**config.mk**
```make
export PLATFORM = sky130hd
export DESIGN_NAME = uart_tx_feeder
export DESIGN_NICKNAME = d
export VERILOG_FILES = /design/src/rtl/uart_pkg.sv /design/src/rtl/uart_byte_fifo.sv /design/src/rtl/uart_tx_feeder.sv
export SDC_FILE = /design/constraint.sdc
export NUM_CORES = 1
export LEC_CHECK = 0
export CAP_MARGIN = 20
export CORE_MARGIN = 10
export CORE_UTILIZATION = 30
export DETAILED_ROUTE_END_ITERATION = 16
export DONT_BUFFER_PORTS = 1
export GPL_TIMING_DRIVEN = 0
export HOLD_SLACK_MARGIN = 0.02
export RECOVER_POWER = 100
export SLEW_MARGIN = 20
export SYNTH_ARGS = -nofsm -noshare
export SYNTH_HDL_FRONTEND = slang
export SYNTH_SLANG_ARGS = --single-unit
```
**constraint.sdc**
```tcl
create_clock -name clk -period 8.3 [get_ports clk]
set_clock_uncertainty 0.05 [all_clocks]
set_input_delay 0.415 -clock clk [delete_from_list [all_inputs] [get_ports clk]]
set_output_delay 0.415 -clock clk [all_outputs]
set_load 0.05 [all_outputs]
```
**src/rtl/uart_pkg.sv**
```systemverilog
// Shared types and constants for the UART transmit feeder and its byte FIFO.
package uart_pkg;
    localparam int MAX_WR_BYTES = 4;

    typedef enum logic [1:0] {
        S_IDLE  = 2'd0,
        S_START = 2'd1,
        S_WAIT  = 2'd2
    } state_e;
endpackage

```
**src/rtl/uart_byte_fifo.sv**
```systemverilog
// Byte storage: 4-lane write at consecutive addresses from a base pointer, 1-byte head read.
// Pointers and occupancy are owned by the caller; contents are not reset.
module uart_byte_fifo
    import uart_pkg::*;
#(
    parameter int DEPTH = 16,
    localparam int PW = $clog2(DEPTH)
) (
    input  logic                      clk_i,
    input  logic [MAX_WR_BYTES-1:0]   lane_en_i,
    input  logic [PW-1:0]             wr_base_i,
    input  logic [8*MAX_WR_BYTES-1:0] wr_data_i,
    input  logic [PW-1:0]             rd_ptr_i,
    output logic [7:0]                head_o
);
    logic [7:0] mem_q [DEPTH];

    // Lane i lands at base+i; the PW-bit add wraps a straddling word naturally.
    always_ff @(posedge clk_i) begin
        for (int i = 0; i < MAX_WR_BYTES; i++) begin
            if (lane_en_i[i]) begin
                mem_q[wr_base_i + PW'(i)] <= wr_data_i[8*i +: 8];
            end
        end
    end

    assign head_o = mem_q[rd_ptr_i];
endmodule

```
**src/rtl/uart_tx_feeder.sv**
```systemverilog
// Unpacks 1..4-byte words into a byte FIFO and feeds a UART one byte per tx_start pulse.
// First tx_start two cycles after the handshake; wr_ready drops while fewer than 4 slots are free.
module uart_tx_feeder
    import uart_pkg::*;
#(
    parameter int DEPTH = 16
) (
    input  logic                   clk,
    input  logic                   rst,
    input  logic [31:0]            wr_data,
    input  logic [2:0]             wr_bytes,
    input  logic                   wr_valid,
    output logic                   wr_ready,
    output logic [7:0]             sdata,
    output logic                   tx_start,
    input  logic                   tx_busy,
    output logic [$clog2(DEPTH):0] count,
    output logic                   idle,
    output logic                   err
);
    localparam int PW = $clog2(DEPTH);
    localparam int CW = PW + 1;

    logic [CW-1:0]           count_q, count_d;
    logic [PW-1:0]           wr_ptr_q, wr_ptr_d;
    logic [PW-1:0]           rd_ptr_q, rd_ptr_d;
    logic                    err_q;
    state_e                  state_q;
    logic                    tx_start_q;
    logic [7:0]              sdata_q;

    logic                    hs;
    logic                    legal;
    logic                    push;
    logic                    pop;
    logic [MAX_WR_BYTES-1:0] lane_en;
    logic [7:0]              head;

    // Room for a full word is required regardless of wr_bytes, so overflow cannot happen.
    assign wr_ready = (count_q <= CW'(DEPTH - MAX_WR_BYTES));
    assign hs       = wr_valid && wr_ready;
    assign legal    = (wr_bytes != 3'd0) && (wr_bytes <= 3'(MAX_WR_BYTES));
    assign push     = hs && legal;
    assign pop      = (state_q == S_IDLE) && (count_q != '0) && !tx_busy;

    always_comb begin
        lane_en = '0;
        for (int i = 0; i < MAX_WR_BYTES; i++) begin
            lane_en[i] = push && (3'(i) < wr_bytes);
        end
    end

    always_comb begin
        count_d  = count_q + (push ? CW'(wr_bytes) : CW'(0)) - CW'(pop);
        wr_ptr_d = wr_ptr_q + (push ? PW'(wr_bytes) : PW'(0));
        rd_ptr_d = rd_ptr_q + PW'(pop);
    end

    uart_byte_fifo #(
        .DEPTH (DEPTH)
    ) u_fifo (
        .clk_i     (clk),
        .lane_en_i (lane_en),
        .wr_base_i (wr_ptr_q),
        .wr_data_i (wr_data),
        .rd_ptr_i  (rd_ptr_q),
        .head_o    (head)
    );

    always_ff @(posedge clk) begin
        if (rst) begin
            count_q  <= '0;
            wr_ptr_q <= '0;
            rd_ptr_q <= '0;
            err_q    <= 1'b0;
        end else begin
            count_q  <= count_d;
            wr_ptr_q <= wr_ptr_d;
            rd_ptr_q <= rd_ptr_d;
            err_q    <= err_q | (hs && !legal);
        end
    end

    always_ff @(posedge clk) begin
        if (rst) begin
            state_q    <= S_IDLE;
            tx_start_q <= 1'b0;
            sdata_q    <= 8'h00;
        end else begin
            case (state_q)
                S_IDLE: begin
                    if (pop) begin
                        sdata_q    <= head;
                        tx_start_q <= 1'b1;
                        state_q    <= S_START;
                    end
                end
                S_START: begin
                    tx_start_q <= 1'b0;
                    state_q    <= S_WAIT;
                end
                S_WAIT: begin
                    if (!tx_busy) begin
                        state_q <= S_IDLE;
                    end
                end
                default: begin
                    tx_start_q <= 1'b0;
                    state_q    <= S_IDLE;
                end
            endcase
        end
    end

    assign sdata    = sdata_q;
    assign tx_start = tx_start_q;
    assign count    = count_q;
    assign err      = err_q;
    assign idle     = (count_q == '0) && (state_q == S_IDLE);
endmodule

```
==> flow_summary.rst, run 1 <==
.. list-table::
   :header-rows: 1

   * - Metric
     - Value
   * - Number of buffers created by CTS
     - 17
   * - Areal power density over the cells
     - 212 nW/um^2
   * - Number of antenna violations at the first check in global routing
     - 7
   * - All-Layer GR Usage
     - 24.9%
   * - HPWL after DPL
     - approximately 43000 um
   * - Starting utilization of the core area
     - 30.3%
   * - Insertion delay to the later sink of the worst-skew pair
     - between 0.4 and 0.5 ns
   * - Number of enable-type register cells in the synthesized netlist
     - roughly 130
   * - Cell-by-cell trace of the critical path
     - inv_1, ha_1, a21oi_1, nor2_2, inv_1, clkbuf_1, clkbuf_1, nand2_1, nor3_1, a21oi_1, o211ai_1
   * - Via density per instance
     - 6.51
   * - Clock Sinks
     - 153
   * - Clk pin slew, worst setup/hold paths
     - ~0.08 ns
   * - Sequential cell area fraction in the yosys report
     - approximately two fifths
   * - Share of cells above drive strength 1
     - ~12%
   * - Sequential cell area
     - around 4300 um^2
   * - Worst hold path type
     - in2reg
   * - Slew Limit Fails
     - 0
   * - Power after layout
     - approximately 2.7 mW
   * - Area of the mapped netlist
     - 11300 um^2
   * - Number of I/O pins
     - 56
   * - Nature of the critical path endpoint
     - flip-flop
   * - Tmin final
     - about 5.5 ns
   * - Combined area of the multi-input logic cells
     - roughly 6500 um^2
   * - Synthesis-stage register bit count
     - about 150
   * - Number of buffers added to fix hold violations after cts
     - 0
   * - CP Max Fanout
     - 10
   * - Library cell used as clock root buffer
     - clkbuf_16
   * - Post-DRT Antenna Nets
     - 0
   * - Worst Setup Start Kind
     - flip-flop
   * - Leading cell type by number of instances after synthesis
     - o21ai_0
   * - Synthesized Nets
     - between 1000 and 1500
   * - Cell type with the largest total area after synthesis
     - edfxtp_1
   * - Maximum clock insertion buffer count
     - 2
   * - Drt first pass iters
     - 5
   * - Setup fix buffers added after clock tree synthesis
     - 0
   * - Worst Hold Margin
     - 0.0704 ns
   * - Part of the power in combinational logic
     - about 31%
   * - Sequential share of power
     - 38.0%
   * - Outcome
     - finished clean
   * - Post-route setup TNS
     - 0 ns
   * - Pre-CTS WS
     - 3.71 ns
   * - Syn Inst Count
     - 1216
   * - Launching instance or port of the critical path
     - count[4]$_SDFF_PP0_
   * - Post-Synthesis Mean Instance Area
     - a little over 9 um^2
   * - Remaining design rule violation count
     - 0
   * - Wire length of the first global-routing pass
     - ~80000 um
   * - Number of maximum-capacitance violations
     - 0
   * - Maximum clock frequency
     - about 180 MHz
   * - Signed area change from the synthesized netlist to the final layout
     - 11.1%
   * - Switching share of power
     - roughly two fifths
   * - Floorplan die width
     - around 210 um
   * - Number of filler instances in the final layout
     - about 4000
   * - Finish-stage setup viols
     - 0
   * - Routed wire length
     - between 50000 and 60000 um
   * - CTS H-tree lvls
     - 4
   * - # resized after CTS
     - 0
   * - Hold Crit Start
     - tx_busy
   * - Startpoint of the most critical register-to-register path
     - count[4]$_SDFF_PP0_
   * - Number of cell rows
     - 71
   * - Vias in the first global route
     - about 11000
   * - Endpoint arrival time on the critical path
     - roughly 5.6 ns
   * - Most common library cells after synthesis
     - o21ai_0 (215), edfxtp_1 (128), nand2_1 (120), a21oi_1 (74), a21o_1 (67)
   * - Nets
     - 1293
   * - Number of port buffers
     - 0
   * - Synthesis Warnings
     - 0
   * - Top_reg_cell synth
     - edfxtp_1
   * - Leakage power summed over all cells
     - around 4.3 nW
   * - RePlAce Congestion
     - slightly above 1
   * - Unrepaired setup endpoints after global routing
     - false
   * - Worst slew margin relative to its limit
     - between 10% and 20%
   * - Die Footprint
     - between 40000 and 50000 um^2
   * - Post-synth top area share
     - around a third
   * - Critical Path RT
     - between 8 and 9 ns
   * - Antenna fix cells
     - 0
   * - Period Utilization, post-route
     - 66.8%
   * - TritonCTS clock tree
     - yes
   * - Start-to-end type of the worst setup path
     - reg2reg
   * - NetSw
     - about 1.1 mW
   * - Die Ht
     - 214 um
   * - Iteration-0 DRC count of the detailed router
     - 1911
   * - Post-synth ARST share
     - 0%
   * - Final hold viol count
     - 0
   * - Stage delay of the slowest cell on the critical path
     - approximately 1.0 ns
   * - Minimum setup slack in the final design
     - 2.75 ns
   * - Cell-internal power
     - roughly 1.6 mW
   * - Dominant cells by area after synthesis
     - edfxtp_1 (34%), o21ai_0 (9.5%), mux4_2 (7.9%)
   * - DR vias
     - roughly 11000
   * - Proportion of power drawn by the clock network
     - a little under a third
   * - Core Area
     - 37500 um^2
   * - Maximum vdd drop
     - 0.173 mV
   * - Slowest stage cell on the critical path
     - clkbuf_1
   * - Global route total overflow
     - 0
   * - Unique cell type count in the Yosys netlist
     - between 70 and 80
   * - Slew at the pin closest to its max-slew limit
     - 1.33 ns
   * - Maximum number of pins on one net before global-route repair
     - 20
   * - Wire length per cell
     - 33.6 um
[critical path, delay by kind of cell, from the launching register on]
kind / cells / cell delay [ns]
buffers and inverters: 4 / 1.58
and+or+nand+nor: 3 / 1.36
AOI/OAI and AO/OA: 3 / 1.02
adders and majority gates: 1 / 0.22
DFF: 1 / 0.92
[sequential cells by signal, summed over array words and instances, names as in the netlist]
signal        flops
count             5
err               1
rd_ptr_q          4
sdata             8
state_q           2
tx_start          1
u_fifo.mem_q    128
wr_ptr_q          4
[layer usage]
metal / wire length, um / track usage [%] / vias up
li1: - / - / 4705
met1: 23100 / 32.2 / 5636
met3: 8190 / 9.44 / 190
met5: 113 / 0 / -
met4: 3070 / 11.6 / 10
met2: 24700 / 36.0 / 931
[cell families (layout without fill, tap and decap cells)]
logic type	after synthesis	count (layout)	synth area share, %
AOI/OAI and AO/OA	498	498	27.0
xor gates and xnor gates	14	14	1.08
adders and majority gates	17	17	2.01
buffers and inverters	130	164	4.82
DFF	153	153	38.3
muxes	95	95	13.0
and+or+nand+nor	309	309	13.8
[power groups by stage]
stage          Clock [mW]  Combinational, mW  Sequential [mW]
2_1_floorplan           0              0.543             1.02
3_3_place_gp            0              0.796             1.03
3_5_place_dp            0              0.813             1.03
4_1_cts             0.840              0.817             1.02
5_1_grt             0.874              0.870             1.03
6_report            0.837              0.823             1.02
[placed cells by master, fill, tap and decap left out, types with 20 or more instances in the layout]
cell / synthesis / final
a21oi_1: 74 / 74
nor2_1: 55 / 55
buf_2: 37 / 31
o21ai_0: 215 / 222
a31oi_1: 40 / 40
clkbuf_1: 60 / 69
mux2i_1: 32 / 32
inv_1: 20 / 20
mux4_2: 40 / 40
nand2_1: 120 / 121
a21o_1: 67 / 67
mux2_2: 23 / 23
dfxtp_1: 25 / 25
nand3_1: 31 / 32
edfxtp_1: 128 / 128
[final cells by class]
type / instances / share of cell area [%]
Sequential cell: 153 / 34.5
Multi-Input combinational cell: 933 / 51.3
Buffer: 109 / 3.62
Tap cell: 511 / 5.07
Inverter: 21 / 0.625
Timing Repair Buffer: 2 / 0.0596
Clock buffer: 17 / 3.38
Clock inverter: 15 / 1.52
[final timing paths]
path,end,slack (ns),cells after the start
worst min register to register,state_q[1]$_SDFFE_PP0P_,0.49,2
worst max-delay path,u_fifo.mem_q[3][6]$_DFFE_PP_,2.75,11
worst max register to register,u_fifo.mem_q[3][6]$_DFFE_PP_,2.75,11
worst min-delay path,state_q[1]$_SDFFE_PP0P_,0.07,2
[stage by stage]
stage                     area, um^2  utilization, %  std cells
after floorplan                11300               -       1216
after global placement         12000            32.0       1727
after detailed placement       12000            32.1       1729
after CTS                      12600            33.7       1761
after global routing           12600            33.6       1761
final                          12600            33.6       1761
No activity file was read; power rests on OpenSTA's default activity.
==> run 2, diff against run 1 <==
--- a/config.mk
+++ b/config.mk
@@ -5,6 +5,7 @@
 export SDC_FILE = /design/constraint.sdc
 export NUM_CORES = 1
 export LEC_CHECK = 0
+export ABC_AREA = 1
 export CAP_MARGIN = 20
 export CORE_MARGIN = 10
 export CORE_UTILIZATION = 30
==> constraint.sdc (replaced) <==
create_clock -name clk -period 4.9 [get_ports clk]
set_clock_uncertainty 0.05 [all_clocks]
set_input_delay 0.245 -clock clk [delete_from_list [all_inputs] [get_ports clk]]
set_output_delay 0.245 -clock clk [all_outputs]
set_load 0.05 [all_outputs]
==> flow_summary.rst, run 2 <==
.. list-table::
   :header-rows: 1

   * - Metric
     - Value
   * - Drt first pass iters
     - 6 (was 5)
   * - Nets
     - 1868 (was 1293)
   * - All-Layer GR Usage
     - 23.5% (was 24.9%)
   * - Maximum number of pins on one net before global-route repair
     - 17 (was 20)
   * - Wire length per cell
     - 25.9 um (was 33.6 um)
   * - DR vias
     - 13941 (was 11472)
   * - Nature of the critical path endpoint
     - flip-flop (unchanged)
   * - Crit Reg-Reg Endpoint
     - u_fifo.mem_q[13][2]$_DFFE_PP_ (was u_fifo.mem_q[3][6]$_DFFE_PP_)
   * - Reg2reg path depth
     - 11 (unchanged)
   * - Most frequent standard cell in the layout excluding fill and tap cells
     - nand2_1 (was o21ai_0)
   * - Top_reg_cell synth
     - edfxtp_1 (unchanged)
   * - Launching instance or port of the critical path
     - count[4]$_SDFF_PP0_ (unchanged)
   * - Via density per instance
     - 5.91 (was 6.51)
   * - Period Utilization, post-route
     - 93.9% (was 66.8%)
   * - Worst hold path type
     - in2reg (unchanged)
   * - Outcome
     - finished clean (unchanged)
   * - Most used cell along the critical path
     - nand2_1
   * - Die Ht
     - 223 um (was 214 um)
   * - Post-DRT Antenna Nets
     - 0 (unchanged)
   * - Critical Path RT
     - 5.05 ns (was 8.33 ns)
   * - RePlAce Congestion
     - 1.07 (was 1.04)
   * - Floorplan die width
     - 223 um (was 214 um)
   * - Iteration-0 DRC count of the detailed router
     - 2447 (was 1911)
   * - Most common library cells after synthesis
     - nand2_1 (416), nand3_1 (362), nand4_1 (167), nor2_1 (166), edfxtp_1 (128) (was o21ai_0 (215), edfxtp_1 (128), nand2_1 (120), a21oi_1 (74), a21o_1 (67))
   * - Leakage power summed over all cells
     - 5.48 nW (was 4.33 nW)
   * - Post-Synthesis Mean Instance Area
     - 6.94 um^2 (was 9.33 um^2)
   * - Slew Limit Fails
     - 0 (unchanged)
   * - Maximum vdd drop
     - 0.196 mV (was 0.173 mV)
   * - Final design utilization
     - 33.3% (was 33.6%)
   * - R2r setup slk
     - 0.30 ns (was 2.75 ns)
   * - Dominant cells by area after synthesis
     - edfxtp_1 (31%), nand3_1 (15%), nand2_1 (13%) (was edfxtp_1 (34%), o21ai_0 (9.5%), mux4_2 (7.9%))
   * - Unique cell type count in the Yosys netlist
     - 39 (was 71)
   * - CP Max Fanout
     - 10 (unchanged)
   * - Area of the mapped netlist
     - 12400 um^2 (was 11300 um^2)
   * - Worst slew margin relative to its limit
     - 2.81% (was 11.4%)
   * - Post-route setup TNS
     - 0 ns (unchanged)
   * - Tmin final
     - 4.60 ns (was 5.55 ns)
   * - Number of buffers created by CTS
     - 17 (unchanged)
   * - Remaining design rule violation count
     - 0 (unchanged)
   * - Number of filler instances in the final layout
     - 4464 (was 3950)
   * - Insertion delay to the later sink of the worst-skew pair
     - 0.46 ns (was 0.49 ns)
   * - Post-synth ARST share
     - 0% (unchanged)
   * - Core Area
     - 40900 um^2 (was 37500 um^2)
   * - Number of cell rows
     - 74 (was 71)
   * - Unrepaired setup endpoints after global routing
     - false (unchanged)
   * - TritonCTS clock tree
     - yes (unchanged)
   * - Leading cell type by number of instances after synthesis
     - nand2_1 (was o21ai_0)
   * - Sequential cell area
     - 4340 um^2 (unchanged)
   * - Starting utilization of the core area
     - 30.4% (was 30.3%)
   * - Number of I/O pins
     - 56 (unchanged)
   * - Combined area of the multi-input logic cells
     - 6960 um^2 (was 6460 um^2)
   * - Vias in the first global route
     - 12263 (was 10666)
   * - Global route total overflow
     - 0 (unchanged)
   * - # resized after CTS
     - 0 (unchanged)
   * - Areal power density over the cells
     - 357 nW/um^2 (was 212 nW/um^2)
   * - Clk pin slew, worst setup/hold paths
     - 0.08 ns (about the same)
   * - CTS H-tree lvls
     - 4 (unchanged)
   * - Worst Setup Start Kind
     - flip-flop (unchanged)
   * - Routed wire length
     - 61200 um (was 59200 um)
   * - Syn Inst Count
     - 1790 (was 1216)
   * - Synthesized Nets
     - 1846 (was 1272)
   * - Highest-count cells in the layout ignoring fill and taps
     - nand2_1 (417), nand3_1 (364), nand4_1 (168), nor2_1 (167), edfxtp_1 (128) (was o21ai_0 (222), edfxtp_1 (128), nand2_1 (121), a21oi_1 (74), clkbuf_1 (69))
   * - Slowest stage cell on the critical path
     - nor3_1 (was clkbuf_1)
   * - Finish-stage setup viols
     - 0 (unchanged)
   * - Synthesis-stage register bit count
     - 153 (unchanged)
   * - Wire length of the first global-routing pass
     - 86500 um (was 82500 um)
   * - Clock Sinks
     - 153 (unchanged)
   * - Endpoint arrival time on the critical path
     - 4.75 ns (was 5.58 ns)
   * - Sequential cell area fraction in the yosys report
     - 35.0% (was 38.3%)
   * - Post-synth top area share
     - 30.9% (was 33.9%)
   * - Cell type with the largest total area after synthesis
     - edfxtp_1 (unchanged)
   * - Startpoint of the most critical register-to-register path
     - count[4]$_SDFF_PP0_ (unchanged)
   * - Library cell used as clock root buffer
     - clkbuf_16 (unchanged)
   * - Number of enable-type register cells in the synthesized netlist
     - 128 (unchanged)
   * - Slew at the pin closest to its max-slew limit
     - 1.45 ns (was 1.33 ns)
   * - Number of port buffers
     - 0 (unchanged)
   * - Share of cells above drive strength 1
     - 8.44% (was 12.2%)
   * - Setup fix buffers added after clock tree synthesis
     - 0 (unchanged)
   * - Signed area change from the synthesized netlist to the final layout
     - 9.80% (was 11.1%)
   * - Maximum clock insertion buffer count
     - 2 (unchanged)
   * - Cell-by-cell trace of the critical path
     - inv_1, ha_1, nand2_1, nand2_1, nand2_1, nand4_1, clkbuf_1, nor3_1, inv_1, nand3_1, nand2_1 (was inv_1, ha_1, a21oi_1, nor2_2, inv_1, clkbuf_1, clkbuf_1, nand2_1, nor3_1, a21oi_1, o211ai_1)
   * - Maximum clock frequency
     - 217 MHz (was 180 MHz)
   * - Number of maximum-capacitance violations
     - 0 (unchanged)
   * - Largest register FFs
     - 128 (unchanged)
   * - Number of antenna violations at the first check in global routing
     - 3 (was 7)
   * - Start-to-end type of the worst setup path
     - reg2reg (unchanged)
   * - Critical path destination
     - u_fifo.mem_q[13][2]$_DFFE_PP_ (was u_fifo.mem_q[3][6]$_DFFE_PP_)
   * - Register with the highest flop count
     - u_fifo.mem_q (unchanged)
   * - Final hold viol count
     - 0 (unchanged)
   * - HPWL after DPL
     - 48900 um (was 42600 um)
   * - Die Footprint
     - 50000 um^2 (was 46000 um^2)
   * - Stage delay of the slowest cell on the critical path
     - 0.98 ns (was 1.02 ns)
   * - Synthesis Warnings
     - 0 (unchanged)
## run 2: cell count changes in the layout (fill, tap and decap cells not counted), sizes merged, moves of 67 or more
cell	change
o21ai	-143
nor2	+139
nand4	+153
nand2	+301
nand3	+363
a21o	-67
inv	+99
## run 2: repair_timing
action / CTS / global route
hold endpoints to repair: 3 / 0
endpoints found under the setup margin: 0 / 0
hold buffers: 3 / 0
## run 2: worst min path at each step
stage	slack, ns	endpoint	startpoint	cells after the start
finish	0.05	state_q[0]$_SDFFE_PP0P_	tx_busy	3
CTS	0.08	state_q[0]$_SDFFE_PP0P_	tx_busy	3
detailed placement	0.36	sdata[6]$_SDFFE_PP0P_	rst	3
global route	0.1	state_q[0]$_SDFFE_PP0P_	tx_busy	3
floorplan	0.34	sdata[6]$_SDFFE_PP0P_	rst	3
global placement	0.35	state_q[1]$_SDFFE_PP0P_	tx_busy	2
## run 2: cell families after synthesis
logic type / synth area share (%)
compound gates: 7.21
fa+ha+maj: 1.83
buf+inv: 8.47
simple gates: 47.2
xor+xnor: 0.343
flops: 35.0
## run 2: metal layers
| metal | vias up | global-route usage, % | routed length (um) |
|---|---|---|---|
| li1 | 6294 | - | - |
| met2 | 976 | 36.1 | 26500 |
| met5 | - | 0 | 19 |
| met1 | 6508 | 31.4 | 24800 |
| met4 | 2 | 8.52 | 2560 |
| met3 | 161 | 5.43 | 7230 |
## run 2: area by class of cell
class                      instances  share of cell area [%]
sequential                       153                    31.8
clock inverter                    15                    1.28
timing repair buffer               3                   0.220
tap                              532                    4.88
antenna                            1                  0.0183
clock buffer                      17                    3.12
multi-input combinational       1378                    51.0
inverter                         124                    3.43
buffer                           135                    4.17
## run 2: critical path: cells and delay by family (launching register included)
family / cells / cell delay, ns
adders and majority gates: 1 / 0.23
buffers and inverters: 3 / 0.88
DFF: 1 / 0.66
and+or+nand+nor: 7 / 2.51
## run 2: per-stage QoR
stage	worst slack, ns	power, mW	area, um^2	cells	hold slack [ns]
floorplan	1.46	2.83	12400	1790	0.343
global placement	0.584	3.45	13100	2322	0.351
detailed placement	0.567	3.46	13100	2322	0.357
CTS	0.534	4.84	13700	2357	0.0803
global route	0.0810	5.07	13600	2357	0.0959
finish	0.298	4.88	13600	2358	0.0493
## run 2: report_power, final
part	switching (mW)	internal [mW]	total, mW
clock network	0.633	0.772	1.40
logic	1.32	0.412	1.73
registers	0.218	1.52	1.74
